$ cat src/rtl/debug_dump_sequencer_pkg.sv
// Shared definitions for the debug dump path: sequencer state encodings and
// the default dump geometry, also used by the debug control FSM.
package debug_dump_sequencer_pkg;

  localparam int DEF_NB_DATA       = 32;
  localparam int DEF_N_REGISTERS   = 32;
  localparam int DEF_N_ADDR_D_MEM  = 32;
  localparam bit DEF_SEND_CHECKSUM = 1'b1;

  // Words sent per dump: PC, every register, every memory word, optional checksum.
  localparam int DUMP_WORDS = 1 + DEF_N_REGISTERS + DEF_N_ADDR_D_MEM + int'(DEF_SEND_CHECKSUM);

  // One-hot sequencer states.
  typedef enum logic [7:0] {
    ST_IDLE      = 8'b0000_0001,
    ST_SEND_PC   = 8'b0000_0010,
    ST_REG_RD    = 8'b0000_0100,
    ST_REG_TX    = 8'b0000_1000,
    ST_MEM_RD    = 8'b0001_0000,
    ST_MEM_TX    = 8'b0010_0000,
    ST_SEND_CSUM = 8'b0100_0000,
    ST_DONE      = 8'b1000_0000
  } state_e;

endpackage

$ cat src/rtl/debug_dump_sequencer.sv
// Debug state dump sequencer: after a start pulse it streams PC, every CPU
// register, every data-memory word and (optionally) a wrap-around checksum
// of those words to the transmitter, one word per handshake.
//
// Transmit handshake: a word is offered with o_tx_valid=1 and o_tx_data held
// stable until a rising edge sees o_tx_valid & i_tx_ready, which is the
// transfer; i_tx_ready has no effect while o_tx_valid=0.
//
// Register file and data memory have a one-cycle synchronous read. The RD
// state presents the address; on the first TX cycle the read data is passed
// straight through to o_tx_data and also latched, so the word stays stable
// through any stall even if the memory output changes afterwards.
module debug_dump_sequencer
  import debug_dump_sequencer_pkg::*;
#(
  parameter int NB_DATA           = DEF_NB_DATA,
  parameter int NB_ADDRESS        = 32,
  parameter int N_REGISTERS       = DEF_N_REGISTERS,
  parameter int NB_ADDR_REGISTERS = $clog2(N_REGISTERS),
  parameter int N_ADDR_D_MEM      = DEF_N_ADDR_D_MEM,
  parameter int NB_ADDR_D_MEM     = $clog2(N_ADDR_D_MEM),
  parameter bit SEND_CHECKSUM     = DEF_SEND_CHECKSUM
) (
  input  logic                         i_clk,
  input  logic                         i_reset,
  input  logic                         i_start,
  input  logic [NB_DATA-1:0]           i_pc,
  output logic [NB_ADDR_REGISTERS-1:0] o_reg_addr,
  input  logic [NB_DATA-1:0]           i_reg_data,
  output logic [NB_ADDRESS-1:0]        o_dmem_addr,
  output logic                         o_dmem_rd_en,
  input  logic [NB_DATA-1:0]           i_dmem_data,
  output logic [NB_DATA-1:0]           o_tx_data,
  output logic                         o_tx_valid,
  input  logic                         i_tx_ready,
  output logic                         o_busy,
  output logic                         o_done,
  output state_e                       o_dbg_state
);

  localparam logic [NB_ADDR_REGISTERS-1:0] REG_LAST = NB_ADDR_REGISTERS'(N_REGISTERS - 1);
  localparam logic [NB_ADDR_D_MEM-1:0]     MEM_LAST = NB_ADDR_D_MEM'(N_ADDR_D_MEM - 1);

  state_e                       state_q, state_d;
  logic [NB_ADDR_REGISTERS-1:0] reg_it_q, reg_it_d;
  logic [NB_ADDR_D_MEM-1:0]     mem_it_q, mem_it_d;
  logic [NB_DATA-1:0]           csum_q, csum_d;
  logic [NB_DATA-1:0]           hold_q, hold_d;
  logic                         first_q;
  logic [NB_DATA-1:0]           tx_data;
  logic                         tx_valid;

  // Next-state, iterator, checksum and transmit-word selection.
  always_comb begin
    state_d  = state_q;
    reg_it_d = reg_it_q;
    mem_it_d = mem_it_q;
    csum_d   = csum_q;
    hold_d   = hold_q;
    tx_valid = 1'b0;
    tx_data  = hold_q;
    case (state_q)
      ST_IDLE: begin
        if (i_start) begin
          hold_d  = i_pc;
          csum_d  = '0;
          state_d = ST_SEND_PC;
        end
      end
      ST_SEND_PC: begin
        tx_valid = 1'b1;
        if (i_tx_ready) begin
          csum_d   = csum_q + tx_data;
          reg_it_d = '0;
          state_d  = ST_REG_RD;
        end
      end
      ST_REG_RD: begin
        state_d = ST_REG_TX;
      end
      ST_REG_TX: begin
        tx_valid = 1'b1;
        if (first_q) tx_data = i_reg_data;
        hold_d = tx_data;
        if (i_tx_ready) begin
          csum_d = csum_q + tx_data;
          if (reg_it_q == REG_LAST) begin
            mem_it_d = '0;
            state_d  = ST_MEM_RD;
          end else begin
            reg_it_d = reg_it_q + NB_ADDR_REGISTERS'(1);
            state_d  = ST_REG_RD;
          end
        end
      end
      ST_MEM_RD: begin
        state_d = ST_MEM_TX;
      end
      ST_MEM_TX: begin
        tx_valid = 1'b1;
        if (first_q) tx_data = i_dmem_data;
        hold_d = tx_data;
        if (i_tx_ready) begin
          csum_d = csum_q + tx_data;
          if (mem_it_q == MEM_LAST) begin
            state_d = SEND_CHECKSUM ? ST_SEND_CSUM : ST_DONE;
          end else begin
            mem_it_d = mem_it_q + NB_ADDR_D_MEM'(1);
            state_d  = ST_MEM_RD;
          end
        end
      end
      ST_SEND_CSUM: begin
        tx_valid = 1'b1;
        tx_data  = csum_q;
        if (i_tx_ready) state_d = ST_DONE;
      end
      ST_DONE: begin
        state_d = ST_IDLE;
      end
      default: begin
        state_d = ST_IDLE;
      end
    endcase
  end

  // State, iterators, checksum and held word; reset aborts any dump in flight.
  always_ff @(posedge i_clk) begin
    if (i_reset) begin
      state_q  <= ST_IDLE;
      reg_it_q <= '0;
      mem_it_q <= '0;
      csum_q   <= '0;
      hold_q   <= '0;
      first_q  <= 1'b0;
    end else begin
      state_q  <= state_d;
      reg_it_q <= reg_it_d;
      mem_it_q <= mem_it_d;
      csum_q   <= csum_d;
      hold_q   <= hold_d;
      first_q  <= (state_q == ST_REG_RD) || (state_q == ST_MEM_RD);
    end
  end

  assign o_tx_valid   = tx_valid;
  assign o_tx_data    = tx_data;
  assign o_reg_addr   = reg_it_q;
  assign o_dmem_addr  = NB_ADDRESS'(mem_it_q);
  assign o_dmem_rd_en = (state_q == ST_MEM_RD);
  assign o_busy       = (state_q != ST_IDLE) && (state_q != ST_DONE);
  assign o_done       = (state_q == ST_DONE);
  assign o_dbg_state  = state_q;

endmodule

$ cat config.mk
export PLATFORM = sky130hd
export DESIGN_NAME = debug_dump_sequencer
export DESIGN_NICKNAME = d
export VERILOG_FILES = /design/src/rtl/debug_dump_sequencer_pkg.sv /design/src/rtl/debug_dump_sequencer.sv
export SDC_FILE = /design/constraint.sdc
export NUM_CORES = 1
export LEC_CHECK = 0
export ABC_AREA = 1
export CORE_MARGIN = 2
export CORE_UTILIZATION = 53
export CTS_BUF_LIST = sky130_fd_sc_hd__clkbuf_4
export DETAILED_ROUTE_END_ITERATION = 16
export PLACE_DENSITY = 0.84
export RECOVER_POWER = 50
export SYNTH_ARGS = -nofsm -noshare
export SYNTH_HDL_FRONTEND = slang
export SYNTH_SLANG_ARGS = --single-unit
$ cat constraint.sdc
create_clock -name i_clk -period 4.2 [get_ports i_clk]
set_input_delay 0.42 -clock i_clk [delete_from_list [all_inputs] [get_ports i_clk]]
set_output_delay 0.42 -clock i_clk [all_outputs]
set_load 0.03 [all_outputs]
### Word-level counts from Yosys, hierarchy flattened

Cells that the tools add are included.

* register bits: 83
* input bits: 100
* output and inout bits: 81
* logic and storage cells: 73

* add/subtract/negate cells: 5
* eq/ne operators: 20
* mux-type cells: 30
* reduce and logical (&&, ||, !) cells: 12

Operators with widths (count)
* $mux 32: 9
* $pmux 32 s3: 2
* $pmux 32 s4: 1
* $add 32x32->32: 3
* $pmux 8 s7: 1
* $mux 5: 8
* $mux 8: 5
* $pmux 5 s2: 2
* $ne 2x2->1 const B: 8
* $reduce_and 5->1: 3
* $add 5x1->5 const B: 2
* $eq 5x5->1 const B: 2
* $eq 8x1->1 const B: 1
* $eq 8x2->1 const B: 1
* $eq 8x3->1 const B: 1
* $eq 8x4->1 const B: 1
* $eq 8x5->1 const B: 1
* $eq 8x6->1 const B: 1
* $eq 8x7->1 const B: 1
* $eq 8x8->1 const B: 1
* $ne 8x1->1 const B: 1
* $ne 8x8->1 const B: 1
* $mux 7: 1
* $reduce_and 4->1: 1
* 8 further kinds: 9

### Depth between registers and ports, before layout

* depth after elaboration: 5
* mapped depth: 23
* depth with buffers taken out: 22

### Least setup slack after synthesis

No wires, ideal clock.

* kind: reg-to-reg
* start: reg state_q[3], in the netlist o_dbg_state[3]
* end: reg csum_q[14]
* library setup time: 132 ps
* data arrival time: 3083 ps
* data required time: 4068 ps
* slack: 985 ps
* cell stages (with the launch flop): 21
* buffers on the path: 2
* period minus slack after synthesis: 3215 ps
* cell sequence: dfxtp_1 nand2_1 nor2_2 nand2_4 inv_2 nor2_4 buf_6 inv_2 clkbuf_1 o21ai_0 ha_1 fa_1 nand3_1 nand3_1 nand2_1 nand2_1 nand2_1 nand2_1 or2_2 nand3_1 a21oi_1

* longest elaborated chain between the ends: 3
* elaborated cells on any way between the ends: 11
* classes of those cells: 8 x eq/ne; 1 x mux; 2 x reduce/logical

RTL lines
* start: declaration: RTL line debug_dump_sequencer.sv:44 `state_e state_q, state_d;`
* start signal: assignment: RTL line debug_dump_sequencer.sv:137 `state_q <= state_d;`
* $eq 8x6->1, or another cell as far along: RTL line debug_dump_sequencer.sv:62 `case (state_q)`
* $reduce_bool 4->1 (no line) or $ne 2x2->1 (tied branches)
* $reduce_and 5->1 (no line)
* end signal: assignment: RTL line debug_dump_sequencer.sv:140 `csum_q <= csum_d;`
* end: declaration: RTL line debug_dump_sequencer.sv:47 `logic [NB_DATA-1:0] csum_q, csum_d;`

Parallel ways exist; a longest one is shown, timed or not.
A chain may end at the register's enable or synchronous reset.

### Worst setup path in the final report

* start: reg state_q[3], in the netlist o_dbg_state[3]
* end: out o_tx_data[30]

* longest elaborated chain between the ends: 2
* elaborated cells on any way between the ends: 4
* classes of those cells: 3 x eq/ne; 1 x mux

RTL lines
* $eq 8x7->1, or another cell as far along: RTL line debug_dump_sequencer.sv:62
* $pmux 32 s3 *: RTL line debug_dump_sequencer.sv:62
* end: declaration: RTL line debug_dump_sequencer.sv:33 `output logic [NB_DATA-1:0] o_tx_data,`

Mark *: on every way between the ends. The rest lies on a longest branch, timed or not.

==> reports/metrics.cfg <==
[outcome]
status=finished, violations left
violations=capacitance limit, slew limit

[yosys]
synth.most_common_cell=nand2_1
yosys.area.top_type=nand2_1
ys_top_cells_by_area=nand2_1, dfxtp_1, inv_1, a21oi_1, ha_1
syn_area_per_cell_um2=5.66
synth_cells=1372
synth_area_um2=7770
synth_seq_area_share_pct=21.4
synth_top_area_share_pct=25.3
ys_ff_latch=83
synth-edff-count=0
synth.distinct_cells=43
synthFlopType=dfxtp_1
ys.warnings.count=0
yosys-top-cells-count=nand2_1, inv_1, a21oi_1
synth-async-reset-ratio_pct=0

[timing]
max_slew.worst_pin.slew_ns=1.67
fmax_mhz=255
fin_skew_ns=0.0327
setup_tns_ns=0
rsz0062_at_grt=false
relSlewSlack_pct=-11.2
finalHoldViolations=0
layout_min_cycle_time_ns=3.92
maxSlewViolCount=64
finalSetupViolations=0
period_share_pct=93.3
fin_ws_ns=0.281

[clock_network]
cts_num_sinks=83
clkLatencyLatePin_ns=0.51
clockBufferDepth=2
numCtsBuffers=9
h-tree-depth=3
clk_pin_slew_ns=0.17
cts-root-buf=clkbuf_4
cts_tree=done

[final_layout]
nets=1635
finalNonFillerCells=1682
fill_cells=1372
multiInputGateArea_um2=4960
layout-drive-gt1-share_pct=3.14
regArea_um2=1660
final_cell_area_um2=9410
syn2layout_area_growth_pct=21.1

[critical_path]
cp_cell_sequence=nor2_1 > nand2_1 > inv_1 > nand2_2 > inv_4 > nor2_4 > buf_4 > nand2_4 > o221ai_1 > clkdlybuf4s50_1
crit_type=reg -> out
cp-end-kind=output port
startpoint_type=flip-flop
path_max_fanout=37
critPathMaxStageDelay_ns=0.73
cp_slowest_cell=clkdlybuf4s50_1
cp.required_ns=3.78
crit_arrival_ns=3.50

[placement]
placed_area_um2=9250
numPortBuffers=153
pre_cts_ws_ns=0.637
place_congestion=1.03
post-dp-hpwl_um=19900
dp.cells=1665

[min_path]
min_path_type=reg -> reg

[route]
routed.top_layer=met4
wl_um=25800
met3_length_um=2680
wl_per_cell_um=15.3
drt_iter0_drc=993
antenna_left=0
drcViolationCount=0
met2_length_um=10900
vias_per_cell=5.46
wirelength_met1_um=11200
dr.pass1.iters=8
routed-via-count=9176

[power]
p_per_area_nw_per_um2=424
total_power_w=0.00399
ir_worst_vdd_uv=417
p_leak_nw=4.64

[global_routing]
grt_overflow_total=0
grt_pass1_wl_um=41000
antenna_found_initial=1
grt_max_degree=67
first_global_vias=8261
grt_usage_pct=32.1

[floorplanning]
design.core.area_um2=14400
rows=44
die_y_um=125
initial_utilization_pct=53.9
die-area_um2=15600
die_w_um=125
io_pins=181

[run]
drv_cap=1

-- area by class of cell --
| cell class | instances | share of cell area, % |
|---|---|---|
| timing repair buffer | 159 | 16.8 |
| sequential | 83 | 17.7 |
| inverter | 214 | 8.58 |
| antenna | 1 | 0.0266 |
| clock inverter | 7 | 1.12 |
| multi-input combinational | 1025 | 52.7 |
| tap | 184 | 2.45 |
| clock buffer | 9 | 0.718 |
-- cell families (layout without fill, tap and decap cells) --
kind of cell,Yosys count,in the layout,synth area share (%)
AOI/OAI and AO/OA,250,250,18.1
xor gates and xnor gates,6,6,0.676
adders and majority gates,43,43,7.02
buffers and inverters,290,389,15.8
DFF,83,83,21.4
other,1,28,0.0483
and+or+nand+nor,699,699,36.9
-- where the power goes --
| part | leakage, nW | internal [W] | switching (W) |
|---|---|---|---|
| combinational | 3.88 | 0.000795 | 0.00154 |
| sequential | 0.678 | 0.000930 | 0.000121 |
| clock | 0.0895 | 0.000251 | 0.000352 |
-- through the flow --
stage / hold slack, ns / utilization [%]
CTS: 0.504 / 65.3
floorplan: 0.456 / -
finish: 0.501 / 65.2
global placement: 0.473 / 64.1
global route: 0.536 / 65.2
detailed placement: 0.484 / 64.1
-- flip-flops by register name (all words and copies together), names as in the netlist --
| register | cells |
|---|---|
| o_dbg_state | 8 |
| mem_it_q | 5 |
| hold_q | 32 |
| o_reg_addr | 5 |
| first_q | 1 |
| csum_q | 32 |
-- routing by layer --
layer	up-vias	global-route usage, %
li1	4538	-
met1	4076	45.4
met2	484	48.7
met3	78	6.25
met4	0	11.8
met5	-	0
-- critical path: cells and delay by family (launching register included) --
| kind | cells | cell delay, ns |
|---|---|---|
| buffers and inverters | 4 | 1.40 |
| DFF | 1 | 0.40 |
| and+or+nand+nor | 5 | 0.81 |
| AOI/OAI and AO/OA | 1 | 0.34 |
-- timing repair --
action / in CTS / in global routing
gates resized for setup: 0 / 1
buffers inserted: 0 / 0
endpoints found under the hold margin: 0 / 0
endpoints found under the setup margin: 0 / 24
hold buffers: 0 / 0
-- cells in the final DEF, fill, tap and decap left out, drive strengths merged, types with 6 or more instances in the layout --
master and instances:
o221ai 32, conb 27, dlygate4sd3 22, nor2 73, nor3 10, inv 217
buf 6, xor2 6, clkdlybuf4s50 131, dfxtp 83, nand2 528, o21ai 75
ha 42, nand3 57, or2 7, clkbuf 9, a21oi 129, nand4 9
nand3b 8
-- path summary, 6_finish.rpt --
check | startpoint | endpoint | slack [ns] | depth (start not counted)
worst max-delay path | o_dbg_state[3]$_SDFFE_PP0P_ | o_tx_data[30] | 0.28 | 10
worst min-delay path | csum_q[0]$_SDFFE_PP0P_ | csum_q[0]$_SDFFE_PP0P_ | 0.50 | 2
worst max register to register | o_dbg_state[2]$_SDFFE_PP0P_ | csum_q[28]$_SDFFE_PP0P_ | 0.45 | 21
worst min register to register | csum_q[0]$_SDFFE_PP0P_ | csum_q[0]$_SDFFE_PP0P_ | 0.50 | 2
(Power assumes the default switching activity.)
